**config.mk**
```make
export PLATFORM = sky130hd
export DESIGN_NAME = imem_loader
export DESIGN_NICKNAME = d
export VERILOG_FILES = /design/src/rtl/imem_loader.sv
export SDC_FILE = /design/constraint.sdc
export NUM_CORES = 1
export LEC_CHECK = 0
export CAP_MARGIN = 25
export CORE_MARGIN = 3
export CORE_UTILIZATION = 55
export DETAILED_ROUTE_END_ITERATION = 10
export GPL_ROUTABILITY_DRIVEN = 0
export PLACE_DENSITY = 0.91
export SYNTH_ARGS = -nofsm -noshare
export SYNTH_HDL_FRONTEND = slang
export SYNTH_SLANG_ARGS = --single-unit
```
**constraint.sdc**
```tcl
create_clock -name clk -period 3.8 [get_ports clk]
set_input_delay 0.57 -clock clk [delete_from_list [all_inputs] [get_ports clk]]
set_output_delay 0.57 -clock clk [all_outputs]
set_load 0.005 [all_outputs]
```
**src/rtl/imem_loader.sv**
```systemverilog
// imem_loader: boot-time loader that assembles a little-endian byte stream
// into 32-bit words, writes them to instruction memory from address 0 and
// holds the core in reset until the program is complete.
// Optional trailing XOR checksum byte: define IMEM_LOADER_CKSUM_EN.
module imem_loader #(
  parameter int unsigned DEPTH_WORDS = 256
) (
  input  logic        clk,
  input  logic        reset,
  input  logic        in_valid,
  input  logic [7:0]  in_byte,
  output logic        in_ready,
  output logic        mem_wr,
  output logic [31:0] mem_waddr,
  output logic [31:0] mem_wdata,
  output logic        core_hold,
  output logic        done,
  output logic        err
);

  typedef enum logic [2:0] {
    S_HDR0,
    S_HDR1,
    S_DATA,
    S_WRITE,
`ifdef IMEM_LOADER_CKSUM_EN
    S_CKS,
`endif
    S_DONE,
    S_ERR
  } state_t;

  state_t      state;
  state_t      state_n;
  logic [7:0]  cnt_lo;
  logic [15:0] cnt;
  logic [15:0] widx;
  logic [1:0]  lane;
  logic [15:0] hdr_n;
  logic        accept;
`ifdef IMEM_LOADER_CKSUM_EN
  logic [7:0]  cks;
`endif

  assign accept    = in_valid & in_ready;
  assign hdr_n     = {in_byte, cnt_lo};
  assign mem_waddr = {14'd0, widx, 2'b00};

  // Next-state decode
  always_comb begin
    state_n = state;
    case (state)
      S_HDR0: if (accept) state_n = S_HDR1;
      S_HDR1: begin
        if (accept) begin
          if (hdr_n == 16'd0) begin
`ifdef IMEM_LOADER_CKSUM_EN
            state_n = S_CKS;
`else
            state_n = S_DONE;
`endif
          end else if (32'(hdr_n) > DEPTH_WORDS) begin
            state_n = S_ERR;
          end else begin
            state_n = S_DATA;
          end
        end
      end
      S_DATA: if (accept && lane == 2'd3) state_n = S_WRITE;
      S_WRITE: begin
        if (16'(widx + 16'd1) == cnt) begin
`ifdef IMEM_LOADER_CKSUM_EN
          state_n = S_CKS;
`else
          state_n = S_DONE;
`endif
        end else begin
          state_n = S_DATA;
        end
      end
`ifdef IMEM_LOADER_CKSUM_EN
      S_CKS: if (accept) state_n = (in_byte == cks) ? S_DONE : S_ERR;
`endif
      S_DONE:  state_n = S_DONE;
      S_ERR:   state_n = S_ERR;
      default: state_n = S_HDR0;
    endcase
  end

  // State register and outputs registered from the next state
  always_ff @(posedge clk or negedge reset) begin
    if (!reset) begin
      state     <= S_HDR0;
      in_ready  <= 1'b1;
      mem_wr    <= 1'b0;
      core_hold <= 1'b1;
      done      <= 1'b0;
      err       <= 1'b0;
    end else begin
      state     <= state_n;
`ifdef IMEM_LOADER_CKSUM_EN
      in_ready  <= (state_n == S_HDR0) || (state_n == S_HDR1) ||
                   (state_n == S_DATA) || (state_n == S_CKS);
`else
      in_ready  <= (state_n == S_HDR0) || (state_n == S_HDR1) ||
                   (state_n == S_DATA);
`endif
      mem_wr    <= (state_n == S_WRITE);
      core_hold <= (state_n != S_DONE);
      done      <= (state_n == S_DONE);
      err       <= (state_n == S_ERR);
    end
  end

  // Header capture, word assembly and word index
  always_ff @(posedge clk or negedge reset) begin
    if (!reset) begin
      cnt_lo    <= 8'd0;
      cnt       <= 16'd0;
      widx      <= 16'd0;
      lane      <= 2'd0;
      mem_wdata <= 32'd0;
`ifdef IMEM_LOADER_CKSUM_EN
      cks       <= 8'd0;
`endif
    end else begin
      if (accept && state == S_HDR0) cnt_lo <= in_byte;
      if (accept && state == S_HDR1) cnt <= hdr_n;
      if (accept && state == S_DATA) begin
        lane <= 2'(lane + 2'd1);
        // lane 0 starts a new word; previous word stays visible until then
        if (lane == 2'd0) mem_wdata <= {24'd0, in_byte};
        else              mem_wdata[{lane, 3'b000} +: 8] <= in_byte;
`ifdef IMEM_LOADER_CKSUM_EN
        cks <= cks ^ in_byte;
`endif
      end
      if (state == S_WRITE) widx <= 16'(widx + 16'd1);
    end
  end

endmodule

```
-- Word-level counts from Yosys, hierarchy flattened
Cells that the tools add are included.
- bits in registers: 82
- logic and storage cells: 50
- input port bits: 11
- bitwise logic cells: 1
- shift operators: 2
- mux-type cells: 9
- $add $sub $neg: 3
- $lt $le $gt $ge: 1
- reduce and logical (&&, ||, !) cells: 10
- equal/unequal tests: 13
- operators by type and width (cell ; count):
    $bwmux 32 ; 1
    $mux 32 ; 1
    $shift 8x7->32 const A ; 1
    $shiftx 8x7->32 ; 1
    $mux 3 ; 6
    $pmux 3 s6 ; 1
    $add 16x1->16 const B ; 1
    $eq 16x16->1 ; 1
    $gt 16x9->1 const B ; 1
    $logic_not 16->1 ; 1
    $eq 3x2->1 const B ; 4
    $eq 3x3->1 const B ; 4
    $neg 5->7 ; 1
    $eq 3x1->1 const B ; 2
    $logic_not 3->1 ; 2
    $logic_and 1x1->1 ; 4
    $ne 3x3->1 const B ; 1
    $add 2x1->2 const B ; 1
    $eq 2x2->1 const B ; 1
    $logic_not 2->1 ; 1
    $logic_or 1x1->1 ; 2
    $and 1x1->1 ; 1

-- Depth between registers and ports, before layout
- word-level depth: 8
- depth in mapped cells: 8
- mapped depth without buffers: 7

-- Least setup slack after synthesis
Ideal clock, no wire load.
- path kind: flip-flop to flip-flop
- start point: register widx[0]
- end point: register state[2]
- data required time: 3735 ps
- period minus slack after synthesis: 2155 ps
- buffers on the path: 0
- arrival: 2090 ps
- setup slack: 1645 ps
- cell stages (with the launch flop): 8
- cells stage by stage: dfrtp_1 -> ha_1 -> nand4_2 -> nor4_2 -> xnor2_1 -> a211o_1 -> nor4_4 -> or2_1
- cells in the longest elaborated chain, start to end: 4
- ends and longest elaborated chain (what ; RTL line ; source):
    start, declared ; 37 ; logic [15:0] widx;
    start signal, assigned ; 138 ; if (state == S_WRITE) widx <= 16'(widx + 16'd1);
    $add 16x1->16 ; 71 ; if (16'(widx + 16'd1) == cnt) begin
    $eq 16x16->1 ; 71 ;
    $mux 3 ; 71 ;
    $pmux 3 s6 ; 52 ; case (state)
    named net state_n[2] ; 34 ; state_t state_n;
    end signal, assigned ; 100 ; state <= state_n;
    end, declared ; 33 ; state_t state;
The timed path passes the listed nets, and every way through them passes these cells.
A chain may end at the register's enable or synchronous reset.

-- Worst setup path in the final report
- start point: input port in_byte[5]
- end point: register state[2]
- cells in the longest elaborated chain, start to end: 5
- elaborated cells between the ends (all ways): 6
- ends and longest elaborated chain (what ; RTL line ; source):
    start, declared ; 11 ; input logic [7:0] in_byte,
    $gt 16x9->1 ; 62 ; end else if (32'(hdr_n) > DEPTH_WORDS) begin
    $mux 3 ; 62 ;
    $mux 3 * ; 56 ; if (hdr_n == 16'd0) begin
    $mux 3 * ; 55 ; if (accept) begin
    $pmux 3 s6 * ; 52 ;
    named net state_n[2] ; 34 ;
The timed path passes the listed nets; every way through them passes the cells marked *.

==> summary.md <==
| Metric | Value |
|---|---|
| Slew Viols, Final | 0 |
| Drt pass-1 iters | 5 |
| Global route overflow | 0 |
| Setup TNS | 0 ps |
| Initial DRC count | 197 |
| Final setup fails | 0 |
| Critical Path AT | 2910 ps |
| Slew HR | 34.89% |
| Achievable Freq | 373.5 MHz |
| Ports | 80 |
| Routed WL per cell | 16.52 µm |
| XOR/XNOR Fraction of Synth Area | 7.829% |
| FF+latch area | 2054 µm² |
| Largest net degree at the start of global routing | 83 |
| CTS Hold Buffers Added | 0 |
| DP Wirelength | 6398 µm |
| Syn Inst Count | 395 |
| # resized after CTS | 0 |
| Lkg Pwr | 2.037 nW |
| Outcome | complete, no violations |
| Vias | 3101 |
| Warnings, synthesis | 0 |
| Clock root cell | clkbuf_8 |
| Routed vias/inst | 5.567 |
| TritonCTS clock tree | built |
| Crit share post-route | 70.45% |
| Critical path data required time | 4030 ps |
| Postcts setup bufs | 0 |
| Post-synth top flop | dfrtp_1 |
| Worst skew pair latency | 350 ps |
| Syn avg cell area | 10.20 µm² |
| First-pass GRT wire length | 15120 µm |
| Post-route ant nets | 0 |
| Total of flip-flops plus latches after synthesis | 82 |
| Worst Setup Path Type | in2reg |
| Synth area leaders | dfrtp_1 (50%), nand2_1 (7.6%), mux2_2 (6.7%) |
| CTS H-Tree Depth | 3 |
| Clock Skews | 9.101 ps |
| Antenna violations before repair | 0 |
| WL final | 9204 µm |
| Yosys top cell by area | dfrtp_1 |
| Core area | 6944 µm² |
| Clock slew at reported path FFs | 80 ps |
| Unrepaired setup endpoints after global routing | false |
| Total GRT Usage | 22.60% |
| Footprint of the multi-input gates | 1808 µm² |
| EDFF count, synth | 0 |
| CP max FO | 7 |
| Max rail drop VDD | 372.9 µV |
| Vias in the first global route | 3066 |
| Nets | 473 |
| Num rows | 30 |
| Clk buf depth | 2 |
| Yosys cell types | 49 |
| Clk sinks | 82 |
| Total CTS buffers | 9 |
| Largest family of logic cells by synthesized area | simple AND/OR/NAND/NOR gates |
| Die X | 91.58 µm |
| Hold Vio Cnt, Final | 0 |
| Synth async-reset ratio | 100.0% |
| Worst hold path class | in2async |
| Pwr/cell area | 607.2 nW/µm² |
| Fin crit period | 2677 ps |
| Worst-margin pin slew | 970.1 ps |
| Post-Synth Adder-Cell Area | 1.864% |
| Share of the synthesized area in the top cell type | 49.70% |
| Initial Util | 58.00% |
| Startpoint types | input pin |
| Cell Area, Synth | 4028 µm² |
| Fraction of layout cells with a size suffix above 1 | 12.15% |
| Diode count | 0 |
| Max cap viols | 0 |
| Sequential cell area fraction in the yosys report | 51.01% |
| IO Port Bufs | 63 |
| Mux contribution to synthesized area | 6.710% |
| # fillers | 457 |
| Worst Setup End Kind | register |
| Compound-Gate Fraction of Synth Area | 8.046% |
| Die H | 91.58 µm |
| Simple-gate share of the synthesized area | 18.95% |
| Syn-to-layout area delta | 21.47% |
| Die area | 8386 µm² |
| WHS | 31.94 ps |
| Final routed DRC violation total | 0 |
==> path summary, 6_finish.rpt <==
path                                          start                        to  slack (ps)  cells past startpoint
hold / removal                                reset       widx[6]$_DFFE_PN0N_          30                      1
hold reg to reg            mem_wdata[5]$_DFFE_PN0P_  mem_wdata[5]$_DFFE_PN0P_         480                      2
setup / recovery                         in_byte[5]        state[2]$_DFF_PN0_        1120                      7
min in group clk           mem_wdata[5]$_DFFE_PN0P_  mem_wdata[5]$_DFFE_PN0P_         480                      2
setup reg to reg                widx[0]$_DFFE_PN0N_        state[2]$_DFF_PN0_        1280                      7
max in group asynchronous                     reset        in_ready$_DFF_PN1_        3170                      2
==> power breakdown <==
part	total [mW]	switching, mW	internal [mW]	leakage (nW)
combinational	0.967	0.427	0.540	0.866
clock	0.638	0.316	0.321	0.0987
sequential	1.37	0.225	1.14	1.07
==> cell usage after synthesis (5+ instances only) <==
library cell / n
clkbuf_1: 7
mux2_2: 24
inv_1: 6
nand2_1: 82
nand4_1: 8
xor2_1: 15
ha_1: 6
dfrtp_1: 80
buf_2: 6
nand3_1: 5
a21oi_1: 5
nor2_1: 10
nor4_1: 6
buf_4: 18
xnor2_1: 21
nor3_1: 10
o21ai_0: 38
==> sequential cells by signal, indices dropped and copies added (netlist names) <==
signal     flops
in_ready       1
cnt_lo         8
lane           2
cnt           16
err            1
state          3
core_hold      1
mem_wdata     32
widx          16
mem_wr         1
done           1
==> stage by stage <==
step                      worst slack [ps]  utilization, %  total power, mW  cell area (µm²)  std cells
after detailed placement             846.4           67.15            2.330             4663        540
after global placement               946.9           67.15            2.274             4663        540
after global routing                  1004           70.45            3.143             4892        557
after CTS                             1177           70.05            2.974             4865        556
after floorplan                       1645               -            1.888             4084        410
final                                 1123           70.45            2.971             4892        557
==> layer usage <==
| metal | vias up | global-route usage, % | share of wire [%] |
|---|---|---|---|
| met5 | - | 0 | 0 |
| met4 | 0 | 10.18 | 2.1 |
| met3 | 25 | 3.728 | 5.2 |
| met2 | 112 | 37.01 | 49 |
| met1 | 1523 | 29.44 | 43 |
| li1 | 1441 | - | - |
==> placed cells by master (no fill, tap or decap), types with 10 or more instances in the layout <==
cell type	netlist	final
nor2_1	10	10
clkbuf_8	0	10
dfrtp_1	80	80
o21ai_0	38	38
conb_1	1	16
nand2_1	82	82
nor3_1	10	10
mux2_2	24	24
clkdlybuf4s50_1	0	62
xor2_1	15	15
xnor2_1	21	21
==> cell type report <==
| type | instances | share of cell area [%] |
|---|---|---|
| Inverter | 6 | 0.4604 |
| Sequential cell | 82 | 41.99 |
| Timing Repair Buffer | 68 | 14.02 |
| Tap cell | 96 | 2.455 |
| Clock buffer | 10 | 2.813 |
| Clock inverter | 6 | 1.304 |
| Multi-Input combinational cell | 289 | 36.96 |
==> cells by family after synthesis <==
group                    Yosys count
flip-flops                        82
buffers and inverters             39
other                              1
multiplexers                      24
adder cells (fa/ha/maj)            6
XOR/XNOR                          36
AO/OA/AOI/OAI                     57
AND/OR/NAND/NOR                  150
==> worst max-delay path: stages <==
cell and delay, ps:
clkdlybuf4s50_1 550, or4_1 570, nor4_1 470, nand3_1 160
a21oi_1 240, a21oi_1 100, or2_1 250
(Power assumes the default switching activity.)
